--- src/rtl/layer2_result_sched_if.sv ---
// Producer/consumer handshake bundle for the layer-2 result scheduler.
// master = producer + layer-3 fetch side, slave = scheduler.
interface layer2_result_sched_if #(
    parameter int DATA_W = 128
);
    logic              wr_valid;
    logic [DATA_W-1:0] wr_data;
    logic              wr_ready;
    logic              rd_req;
    logic [15:0]       rd_row;
    logic [15:0]       rd_col;
    logic              rd_gnt;
    logic              rd_valid;
    logic [DATA_W-1:0] rd_data;

    modport master (
        output wr_valid, wr_data, rd_req, rd_row, rd_col,
        input  wr_ready, rd_gnt, rd_valid, rd_data
    );

    modport slave (
        input  wr_valid, wr_data, rd_req, rd_row, rd_col,
        output wr_ready, rd_gnt, rd_valid, rd_data
    );
endinterface

--- src/rtl/layer2_result_sched.sv ---
// Sequences the ROWSxCOLS layer-2 result memory: raster-order fill, gated reads, frame release.
// Define L2_RAW_CHECK_EN to allow reads of already-written words during FILL.
module layer2_result_sched #(
    parameter int ROWS   = 30,
    parameter int COLS   = 30,
    parameter int DATA_W = 128
) (
    input  logic                clk,
    input  logic                rst,
    input  logic                start,
    // consumer done with the frame (`release` is a reserved word)
    input  logic                frame_release,
    layer2_result_sched_if.slave bus,
    output logic                mem_save_enable,
    output logic [15:0]         mem_save_row_addr,
    output logic [15:0]         mem_save_col_addr,
    output logic [DATA_W-1:0]   mem_store_data,
    output logic                mem_read_signal,
    output logic [15:0]         mem_read_row_addr,
    output logic [15:0]         mem_read_col_addr,
    input  logic [DATA_W-1:0]   mem_rdata,
    output logic                frame_full,
    output logic                busy
);
    localparam int TOTAL = ROWS * COLS;
    localparam int CW    = $clog2(TOTAL + 1);

    typedef enum logic [1:0] {IDLE, FILL, DRAIN} state_t;

    state_t        state, state_nxt;
    logic [15:0]   wr_row, wr_col;
    logic [CW-1:0] wr_count;
    logic          wr_fire, last_wr, in_range, fill_ok, legal;

    always_ff @(posedge clk or posedge rst) begin
        if (rst) state <= IDLE;
        else     state <= state_nxt;
    end

    always_comb begin
        state_nxt = state;
        case (state)
            IDLE:    if (start) state_nxt = FILL;
            FILL:    if (wr_fire && last_wr) state_nxt = DRAIN;
            DRAIN:   if (frame_release) state_nxt = IDLE;
            default: state_nxt = IDLE;
        endcase
    end

    assign bus.wr_ready = (state == FILL);
    assign wr_fire      = bus.wr_valid & bus.wr_ready;
    assign last_wr      = (wr_count == CW'(TOTAL - 1));

    // Row wraps back to 0 on the final write; the address is unused in DRAIN anyway.
    always_ff @(posedge clk or posedge rst) begin
        if (rst) begin
            wr_row   <= '0;
            wr_col   <= '0;
            wr_count <= '0;
        end else if (state == IDLE && start) begin
            wr_row   <= '0;
            wr_col   <= '0;
            wr_count <= '0;
        end else if (wr_fire) begin
            wr_count <= wr_count + CW'(1);
            if (wr_col == 16'(COLS - 1)) begin
                wr_col <= '0;
                wr_row <= (wr_row == 16'(ROWS - 1)) ? 16'd0 : wr_row + 16'd1;
            end else begin
                wr_col <= wr_col + 16'd1;
            end
        end
    end

    assign mem_save_enable   = wr_fire;
    assign mem_save_row_addr = wr_row;
    assign mem_save_col_addr = wr_col;
    assign mem_store_data    = bus.wr_data;
    assign frame_full        = (wr_count == CW'(TOTAL));
    assign busy              = (state != IDLE);

    assign in_range = (bus.rd_row < 16'(ROWS)) && (bus.rd_col < 16'(COLS));

`ifdef L2_RAW_CHECK_EN
    // Compared against the count before this cycle's write, so a same-cycle
    // write to the requested word is never forwarded.
    logic [31:0] idx;
    assign idx     = {16'd0, bus.rd_row} * 32'(COLS) + {16'd0, bus.rd_col};
    assign fill_ok = in_range && (idx < 32'(wr_count));
`else
    assign fill_ok = 1'b0;
`endif

    always_comb begin
        legal = 1'b0;
        case (state)
            FILL:    legal = fill_ok;
            DRAIN:   legal = in_range;
            default: legal = 1'b0;
        endcase
    end

    assign bus.rd_gnt        = bus.rd_req & legal;
    assign mem_read_signal   = bus.rd_gnt;
    assign mem_read_row_addr = bus.rd_row;
    assign mem_read_col_addr = bus.rd_col;

    always_ff @(posedge clk or posedge rst) begin
        if (rst) begin
            bus.rd_valid <= 1'b0;
            bus.rd_data  <= '0;
        end else begin
            bus.rd_valid <= bus.rd_gnt;
            if (bus.rd_gnt) bus.rd_data <= mem_rdata;
        end
    end
endmodule

--- src/flat_wrapper.sv ---
// flat-port wrapper written by rule: the top's interface ports become plain ports
module layer2_result_sched_flat 
#(
    parameter int ROWS   = 30,
    parameter int COLS   = 30,
    parameter int DATA_W = 128
)
  (clk, rst, start, frame_release, mem_save_enable, mem_save_row_addr, mem_save_col_addr, mem_store_data, mem_read_signal, mem_read_row_addr, mem_read_col_addr, mem_rdata, frame_full, busy, bus_wr_valid, bus_wr_data, bus_rd_req, bus_rd_row, bus_rd_col, bus_wr_ready, bus_rd_gnt, bus_rd_valid, bus_rd_data);
  layer2_result_sched_if #(.DATA_W(DATA_W)) bus_i ();
  input  logic clk;
  input  logic rst;
  input  logic start;
  input  logic frame_release;
  output logic mem_save_enable;
  output logic [15:0] mem_save_row_addr;
  output logic [15:0] mem_save_col_addr;
  output logic [DATA_W-1:0] mem_store_data;
  output logic mem_read_signal;
  output logic [15:0] mem_read_row_addr;
  output logic [15:0] mem_read_col_addr;
  input  logic [DATA_W-1:0] mem_rdata;
  output logic frame_full;
  output logic busy;
  input wire logic [$bits(bus_i.wr_valid)-1:0] bus_wr_valid;
  input wire logic [$bits(bus_i.wr_data)-1:0] bus_wr_data;
  input wire logic [$bits(bus_i.rd_req)-1:0] bus_rd_req;
  input wire logic [$bits(bus_i.rd_row)-1:0] bus_rd_row;
  input wire logic [$bits(bus_i.rd_col)-1:0] bus_rd_col;
  output wire logic [$bits(bus_i.wr_ready)-1:0] bus_wr_ready;
  output wire logic [$bits(bus_i.rd_gnt)-1:0] bus_rd_gnt;
  output wire logic [$bits(bus_i.rd_valid)-1:0] bus_rd_valid;
  output wire logic [$bits(bus_i.rd_data)-1:0] bus_rd_data;
  assign bus_i.wr_valid = bus_wr_valid;
  assign bus_i.wr_data = bus_wr_data;
  assign bus_i.rd_req = bus_rd_req;
  assign bus_i.rd_row = bus_rd_row;
  assign bus_i.rd_col = bus_rd_col;
  assign bus_wr_ready = bus_i.wr_ready;
  assign bus_rd_gnt = bus_i.rd_gnt;
  assign bus_rd_valid = bus_i.rd_valid;
  assign bus_rd_data = bus_i.rd_data;
  layer2_result_sched #(.ROWS(ROWS), .COLS(COLS), .DATA_W(DATA_W)) u_core (.clk(clk), .rst(rst), .start(start), .frame_release(frame_release), .bus(bus_i), .mem_save_enable(mem_save_enable), .mem_save_row_addr(mem_save_row_addr), .mem_save_col_addr(mem_save_col_addr), .mem_store_data(mem_store_data), .mem_read_signal(mem_read_signal), .mem_read_row_addr(mem_read_row_addr), .mem_read_col_addr(mem_read_col_addr), .mem_rdata(mem_rdata), .frame_full(frame_full), .busy(busy));
endmodule
--- config.mk ---
export PLATFORM = sky130hd
export DESIGN_NAME = layer2_result_sched_flat
export DESIGN_NICKNAME = d
export VERILOG_FILES = /design/src/rtl/layer2_result_sched_if.sv /design/src/rtl/layer2_result_sched.sv /design/src/flat_wrapper.sv
export SDC_FILE = /design/constraint.sdc
export NUM_CORES = 1
export LEC_CHECK = 0
export CELL_PAD_IN_SITES_DETAIL_PLACEMENT = 2
export CELL_PAD_IN_SITES_GLOBAL_PLACEMENT = 2
export CORE_AREA = 2 2 242 244
export CTS_BUF_LIST = sky130_fd_sc_hd__clkbuf_8
export DETAILED_ROUTE_END_ITERATION = 12
export DIE_AREA = 0 0 244 246
export PLACE_DENSITY_LB_ADDON = 0.1
export RECOVER_POWER = 50
export SYNTH_ARGS = -nofsm -noshare
export SYNTH_HDL_FRONTEND = slang
export SYNTH_SLANG_ARGS = --single-unit
--- constraint.sdc ---
create_clock -name clk -period 6.8 [get_ports clk]
set_input_delay 1.02 -clock clk [delete_from_list [all_inputs] [get_ports clk]]
set_output_delay 1.02 -clock clk [all_outputs]
set_load 0.02 [all_outputs]
==> flow_summary.yaml, run 1 <==
sta:
  drv_slew: 31
  fin_ws_ns: 2.04
  worst_slew_pin_slew_ns: 1.64
  fmaxAchievable_mhz: 210
  slew_headroom_pct: -10.0
  setup_viol: 0
  hold_viol: 0
  fin_tns_setup_ns: 0
  fin_skew_ns: 0.0213
  fin_crit_ns: 4.76
  finalCritPeriodShare_pct: 70.0
  rsz0062_at_grt: "no"
detailed_routing:
  drc: 0
  postRouteAntennaNets: 0
  num_vias: 6139
  first_pass_iters: 4
  routed_via_density: 3.62
  wl_per_cell_um: 21.0
  drt_iter0_markers: 165
  wl_mm: 35.5
floorplanning:
  die_w_um: 244
  die_h_um: 246
  core_um2: 57400
  start_util_pct: 14.7
  pin_count: 621
  num_rows: 88
  dieArea_um2: 60000
pwr:
  power.switching_uw: 705
  finalPower_uw: 2240
  p_int_uw: 1540
  ir_drop_mv: 0.112
  cellLeakagePower_uw: 0.00513
  power_frac_comb_pct: 15.1
  cellPowerDensity_nw_per_um2: 185
  switching_share_pct: 31.4
  p_clk_share_pct: 34.4
  power_frac_seq_pct: 50.4
grt:
  grt_max_degree: 144
  grt_pass1_wl_mm: 51.0
  grt_pass1_vias: 6695
  grt_overflow_total: 0
  antenna_found_initial: 2
  grt_usage_pct: 11.8
setup_path:
  crit_arrival_ns: 3.74
  cp.required_ns: 5.78
  end_kind: "primary output"
  cp_max_fo: 3
  critPathKind: "input port to primary output"
  crit_path_start_kind: "input port"
  worstRegToRegCells: 5
synthesis:
  yosysTopAreaCell: "dfrtp_1"
  syn_inst: 717
  syn_area_um2: 8460
  netlist-cell-type-count: 42
  yosysSeqAreaShare_pct: 51.2
  synth_fp_nets: 1017
  avgSynthCellArea_um2: 11.8
  yosysWarnings: 0
  ys_ff_latch: 173
  synth_top_area_share_pct: 51.2
  ys_top_cells_by_area: "dfrtp_1, mux2_2, buf_4"
run:
  max_cap_viol_count: 1
cts:
  post_cts_buffers: 0
  clock_sinks: 173
  cts_tree: "yes"
  htreeDepth: 4
  ctsRootBufferMaster: "clkbuf_8"
  cts_resized: 0
  cts_made_buffers: 17
  clock_latency_ns: 0.56
  ctsHoldBuffers: 0
  clk_path_buf_depth: 2
  clk_pin_slew_ns: 0.09
final_layout:
  drive_gt1_share_pct: 18.2
  syn2layout_area_growth_pct: 43.6
  antenna_cells: 0
  layout.nets: 1216
  final_util_pct: 21.2
  nFillCells: 6338
placement:
  dp_hpwl_mm: 26.9
  port_buffers: 360
  place_congestion: 0.705
  dp_slack_ns: 1.93
run_status:
  failed_checks: "max-capacitance violations, max-slew violations"
  outcome: "complete, but fails checks"
min_path:
  holdPathStages: 1
  min-delay-path-class: "flop to flop"
placed cells by master, fill, tap and decap left out, types with 5 or more instances in the layout:
master,instances
clkbuf_8,19
ha_1,6
xor2_1,10
dlygate4sd3_1,18
nor3b_1,6
xnor2_1,11
nand2_1,28
nor4_1,11
a21oi_1,5
or3_1,5
o21ai_0,20
and3_1,8
inv_1,9
clkdlybuf4s50_1,342
o31ai_1,7
nor3_1,16
nand4_1,9
nor2_1,31
dfrtp_1,173
nand3_1,20
mux2_2,128
registers in the layout, summed over array words and instances, names as in the netlist:
name,flops
u_core.mem_save_row_addr,16
u_core.mem_save_col_addr,16
u_core.bus.rd_data,128
u_core.wr_count,10
u_core.bus.rd_valid,1
u_core.state,2
path summary, 6_finish.rpt:
kind                                   startpoint                     endpoint  slack [ns]
max                                bus_rd_col[14]                   bus_rd_gnt        2.04
min                        u_core.bus.rd_data[16]       u_core.bus.rd_data[16]        0.51
max reg2reg                       u_core.state[0]       u_core.bus.rd_data[28]        3.97
min reg2reg                u_core.bus.rd_data[16]       u_core.bus.rd_data[16]        0.51
max in group asynchronous                     rst  u_core.mem_save_col_addr[2]        3.97
min in group asynchronous                     rst       u_core.bus.rd_data[31]        1.29
metrics by stage:
step | hold WS, ns | std cells | area (um^2)
final | 0.512 | 1694 | 12100
after global routing | 0.529 | 1694 | 12100
after CTS | 0.523 | 1694 | 12200
after detailed placement | 0.496 | 1662 | 11800
after global placement | 0.490 | 1662 | 11800
after floorplan | 0.526 | 717 | 8460
worst max-delay path, cell delays in order:
cell,delay (ns)
clkdlybuf4s50_1,0.46
nor4_1,0.68
nand4_1,0.49
nor3_1,0.41
clkdlybuf4s50_1,0.68
power by group through the flow:
stage | Combinational [uW] | Clock [uW] | Sequential [uW]
after detailed placement | 349 | 0 | 1150
after CTS | 352 | 850 | 1130
after global routing | 379 | 876 | 1140
after global placement | 347 | 0 | 1150
final | 340 | 772 | 1130
after floorplan | 240 | 0 | 1160
layout make-up:
cell class	instances	area, um^2	share of cell area (%)
Sequential cell	173	4330	35.6
Timing Repair Buffer	364	3650	30.1
Multi-Input combinational cell	350	2780	22.9
Tap cell	765	957	7.88
Clock buffer	19	262	2.15
Clock inverter	13	125	1.03
Inverter	10	38.8	0.319
synthesized netlist by cell type:
master	count
o21ai_0	20
or4b_2	1
nand4b_1	1
or2_2	1
or4b_4	1
ha_1	6
or3_1	5
a21oi_1	5
o311ai_0	1
nor3b_1	6
nor4_4	1
xor2_1	10
buf_1	1
dfrtp_1	173
nand2_1	28
o21ai_1	1
nor2_1	31
a32oi_1	1
and4_1	1
nor3_1	17
clkbuf_1	7
xnor2_1	11
buf_4	161
nand3b_1	1
o41ai_1	1
o31ai_1	7
nor4b_1	1
mux2_2	128
and3_1	8
a21o_1	1
nand4_1	9
nand3_1	20
o211ai_1	1
or4_1	4
nor4_1	11
mux2i_1	2
nand2b_1	3
inv_1	10
and2_1	2
buf_2	15
nor4bb_1	1
a311oi_1	2
metal layers:
metal	vias up	track usage [%]	share of wire (%)
li1	2705	-	-
met1	3052	13.7	41
met2	354	19.1	48
met3	24	5.90	9.9
met4	4	3.57	1.2
met5	-	0	0.070
cells by family (layout without fill, tap and decap cells):
kind of cell,Yosys count,in the layout,synth area share [%]
muxes,130,130,17.3
adders and majority gates,6,6,0.888
AOI/OAI and AO/OA,40,40,2.86
xor gates and xnor gates,21,21,2.17
and+or+nand+nor,153,153,9.63
buffers and inverters,194,406,16.0
DFF,173,173,51.2
Note: power is estimated with default switching activity, not from simulation.
==> run 2, diff against run 1 <==
- CORE_AREA: 2 2 242 244 -> 2 2 240 242
- DIE_AREA: 0 0 244 246 -> 0 0 242 244
- clock period: 6.8 -> 4.2 ns (I/O delays scaled with it)
==> flow_summary.yaml, run 2 (same netlist as run 1, synthesis figures left out) <==
setup_path:
  cp.required_ns: 3.57
  critPathKind: "flop to primary output"
  end_kind: "primary output"
  crit_arrival_ns: 2.79
  cp_max_fo: 11
  cp.buffers_inverters: 1
  crit_chain: "nand2_1 > nor3_1 > nand4_1 > nor3_1 > clkdlybuf4s50_1"
  cpMostUsedCell: "nor3_1"
  crit_family: "simple AND/OR/NAND/NOR gates"
  worstRegToRegCells: 7
  regToRegSetupSlack_ns: 1.06
  reg2reg_to: "u_core.mem_save_row_addr[1]"
  r2r-start: "u_core.mem_save_col_addr[1]"
  crit_slowest_cell: "dfrtp_1"
  slowest_delay_ns: 0.65
  crit_path_start_kind: "flop"
min_path:
  min_to: "u_core.bus.rd_data[39]"
  min-delay-path-class: "flop to flop"
  holdPathStages: 1
  hp-start: "u_core.bus.rd_data[39]"
sta:
  setup_viol: 0
  slew_headroom_pct: -88.6
  drv_slew: 175
  hold_viol: 0
  fin_tns_setup_ns: 0
  hold_slack_ns: 0.509
  fmaxAchievable_mhz: 292
  fin_skew_ns: 0.0159
  fin_crit_ns: 3.42
  worst_slew_pin_slew_ns: 2.83
  finalCritPeriodShare_pct: 81.5
  rsz0062_at_grt: "no"
floorplanning:
  die_h_um: 244
  dieArea_um2: 59000
  die_w_um: 242
  num_rows: 87
  core_um2: 56200
  pin_count: 621
  start_util_pct: 15.1
final_layout:
  nFillCells: 6300
  regArea_um2: 4330
  drive_gt1_share_pct: 18.3
  final_util_pct: 21.6
  largest_reg_flops: 128
  final_common_cell: "clkdlybuf4s50_1"
  regMostFlops: "u_core.bus.rd_data"
  fin_area_um2: 12100
  syn2layout_area_growth_pct: 43.6
  layout_common_cells: "clkdlybuf4s50_1, dfrtp_1, mux2_2, nor2_1, nand2_1"
  multi_input_area_um2: 2760
  layout.nets: 1220
run_status:
  failed_checks: "max-capacitance violations, max-slew violations"
  outcome: "complete, but fails checks"
placement:
  dp_hpwl_mm: 28.3
  port_buffers: 360
  place_area_um2: 11800
  place_congestion: 0.776
cts:
  htreeDepth: 4
  ctsRootBufferMaster: "clkbuf_8"
  clk_pin_slew_ns: 0.11
  cts_made_buffers: 17
  cts_resized: 0
  ctsHoldBuffers: 0
  cts_tree: "yes"
  clock_sinks: 173
  clk_path_buf_depth: 2
  clock_latency_ns: 0.54
  post_cts_buffers: 0
detailed_routing:
  wl_per_cell_um: 21.6
  postRouteAntennaNets: 0
  wl_met2_mm: 16.7
  wl_met3_mm: 3.68
  drt-met1-wl_mm: 15.4
  routed_via_density: 3.68
  num_vias: 6225
  drc: 0
  top_layer_used: "met5"
  first_pass_iters: 4
  drt_iter0_markers: 192
  wl_mm: 36.5
grt:
  grt_usage_pct: 12.4
  grt_pass1_vias: 6636
  grt_overflow_total: 0
  grt_max_degree: 115
  antenna_found_initial: 6
  grt_pass1_wl_mm: 52.1
pwr:
  cellLeakagePower_uw: 0.00515
  cellPowerDensity_nw_per_um2: 297
  finalPower_uw: 3600
  ir_drop_mv: 0.198
run:
  max_cap_viol_count: 2
## run 2: how the worst max path moves through the flow
stage,from,end,depth (start not counted)
finish,u_core.state[1],bus_rd_gnt,5
CTS,u_core.state[1],bus_rd_gnt,5
floorplan,rst,u_core.bus.rd_data[0],1
global route,rst,u_core.bus.rd_data[38],3
global placement,bus_rd_row[15],bus_rd_gnt,6
detailed placement,bus_rd_row[15],bus_rd_gnt,6
## run 2: report_power, final
group	leakage (uW)	internal, uW	total (uW)	switching, uW
clock	0.000193	448	1220	776
sequential	0.00238	1720	1830	108
combinational	0.00258	293	548	256
## run 2: routing by layer
metal  vias up  global-route usage [%]
met5         -                       0
met4        10                    4.05
met3        40                    6.77
met2       367                    19.0
met1      3096                    14.8
li1       2712                       -
## run 2: layout make-up
cell class              count  share of cell area (%)
flip-flops and latches    173                    35.7
repair buffers            368                    30.4
multi-input cells         350                    22.8
well taps                 756                    7.79
clock buffers              18                    2.04
clock inverters            14                    1.06
inverters                  10                   0.319
diodes                      1                  0.0206
## run 2: worst register-to-register path: stages (launching register included)
cell and delay (ns):
dfrtp_1 0.45, inv_1 0.08, ha_1 0.13, or4b_1 0.49
nor4_1 0.70, a21oi_1 0.51, or4_1 0.59, o21ai_1 0.10
## run 2: through the flow
stage / setup slack, ns / std cells
2_1_floorplan: 1.36 / 717
3_3_place_gp: 0.860 / 1657
3_5_place_dp: 0.847 / 1657
4_1_cts: 0.552 / 1689
5_1_grt: 0.320 / 1689
6_report: 0.776 / 1690
==> run 3, diff against run 2 <==
- CORE_AREA: 2 2 240 242 -> 2 2 242 244
- DIE_AREA: 0 0 242 244 -> 0 0 244 246
- clock period: 4.2 -> 3.4 ns (I/O delays scaled with it)
==> flow_summary.yaml, run 3 (same netlist as run 1, synthesis figures left out) <==
final_layout:
  drive_gt1_share_pct: 19.4
  regMostFlops: "u_core.bus.rd_data"
  nFillCells: 6345
  multi_input_area_um2: 2770
  stdcell_count: 1715
  final_common_cell: "clkdlybuf4s50_1"
  syn2layout_area_growth_pct: 46.4
  layout.nets: 1237
  fin_area_um2: 12400
  layout_common_cells: "clkdlybuf4s50_1, dfrtp_1, mux2_2, nor2_1, nand2_1"
  largest_reg_flops: 128
  regArea_um2: 4330
grt:
  grt_pass1_vias: 6734
  antenna_found_initial: 3
  grt_max_degree: 47
  grt_pass1_wl_mm: 51.0
  grt_usage_pct: 11.8
  grt_overflow_total: 0
sta:
  fin_tns_setup_ns: 0
  drv_slew: 0
  rsz0062_at_grt: "no"
  worst_slew_pin_slew_ns: 1.31
  fin_crit_ns: 3.04
  fin_skew_ns: 0.0161
  finalCritPeriodShare_pct: 89.5
  setup_viol: 0
  hold_viol: 0
  slew_headroom_pct: 12.2
  fin_ws_ns: 0.356
  fmaxAchievable_mhz: 328
placement:
  dp_cells: 1683
  place_area_um2: 12000
  dp_slack_ns: 0.269
  dp_hpwl_mm: 28.1
  port_buffers: 360
  place_congestion: 0.689
detailed_routing:
  wl_mm: 35.6
  routed_via_density: 3.62
  drc: 0
  num_vias: 6208
  wl_per_cell_um: 20.8
  first_pass_iters: 4
  drt_iter0_markers: 185
  postRouteAntennaNets: 0
cts:
  htreeDepth: 4
  clk_path_buf_depth: 2
  clock_latency_ns: 0.55
  post_cts_buffers: 0
  ctsRootBufferMaster: "clkbuf_8"
  clock_sinks: 173
  cts_tree: "yes"
  cts_made_buffers: 17
  clk_pin_slew_ns: 0.09
setup_path:
  r2r-start: "u_core.mem_save_col_addr[0]"
  cp_max_fo: 6
  crit_path_start_kind: "flop"
  regToRegSetupSlack_ns: 0.67
  worstRegToRegCells: 6
  reg2reg_to: "u_core.mem_save_row_addr[1]"
  cp.required_ns: 2.89
  crit_arrival_ns: 2.53
  critPathKind: "flop to primary output"
  end_kind: "primary output"
floorplanning:
  num_rows: 88
  die_h_um: 246
  core_um2: 57400
  start_util_pct: 14.7
  pin_count: 621
  die_w_um: 244
  dieArea_um2: 60000
min_path:
  holdPathStages: 1
  min_to: "u_core.bus.rd_data[20]"
  hp-start: "u_core.bus.rd_data[20]"
  min-delay-path-class: "flop to flop"
pwr:
  cellLeakagePower_uw: 0.00526
  ir_drop_mv: 0.218
  cellPowerDensity_nw_per_um2: 380
run:
  max_cap_viol_count: 0
run_status:
  outcome: "completed"
run 3: how the worst max path moves through the flow:
stage / endpoint / depth (start not counted) / from / slack, ns
2_1_floorplan: u_core.bus.rd_data[0] / 1 / rst / 0.68
4_1_cts: bus_rd_gnt / 5 / u_core.state[0] / 0.12
6_report: bus_rd_gnt / 5 / u_core.state[0] / 0.36
3_3_place_gp: bus_rd_gnt / 7 / bus_rd_req / 0.28
3_5_place_dp: bus_rd_gnt / 7 / bus_rd_req / 0.27
5_1_grt: bus_rd_gnt / 5 / u_core.state[0] / 0.10
run 3: timing repair:
action                                  CTS  global route
resized for setup                         0             1
endpoints found under the setup margin    0             1
endpoints found under the hold margin     0             0
hold buffers                              0             0
run 3: stage by stage:
stage	utilization [%]	hold WS, ns	power (uW)
after detailed placement	20.9	0.495	3010
after floorplan	-	0.526	2790
after CTS	21.7	0.368	4900
after global routing	21.6	0.502	5000
final	21.6	0.511	4710
after global placement	20.9	0.489	3000
run 3: worst max-delay path, stage by stage, from the launching register on:
cell and delay [ns]:
dfrtp_1 0.47, nor4_1 0.33, buf_4 0.20, nand4_1 0.15
nor3_2 0.20, clkdlybuf4s50_1 0.64
run 3: metal layers:
| layer | vias up | track usage (%) | routed length (um) |
|---|---|---|---|
| li1 | 2742 | - | - |
| met1 | 3116 | 13.4 | 13900 |
| met2 | 321 | 20.1 | 18200 |
| met3 | 25 | 5.08 | 2970 |
| met4 | 4 | 3.46 | 491 |
| met5 | - | 0 | 27 |
run 3: power breakdown:
part | leakage [uW] | internal [uW] | switching [uW] | total (uW)
Clock | 0.000228 | 856 | 923 | 1780
Sequential | 0.00238 | 2130 | 131 | 2260
Combinational | 0.00265 | 365 | 302 | 667
run 3: final cells by class:
| class | count | area share (%) |
|---|---|---|
| Tap cell | 765 | 7.73 |
| Multi-Input combinational cell | 350 | 22.4 |
| Inverter | 10 | 0.313 |
| Antenna cell | 1 | 0.0202 |
| Clock inverter | 12 | 1.61 |
| Clock buffer | 19 | 2.11 |
| Sequential cell | 173 | 35.0 |
| Timing Repair Buffer | 385 | 30.9 |
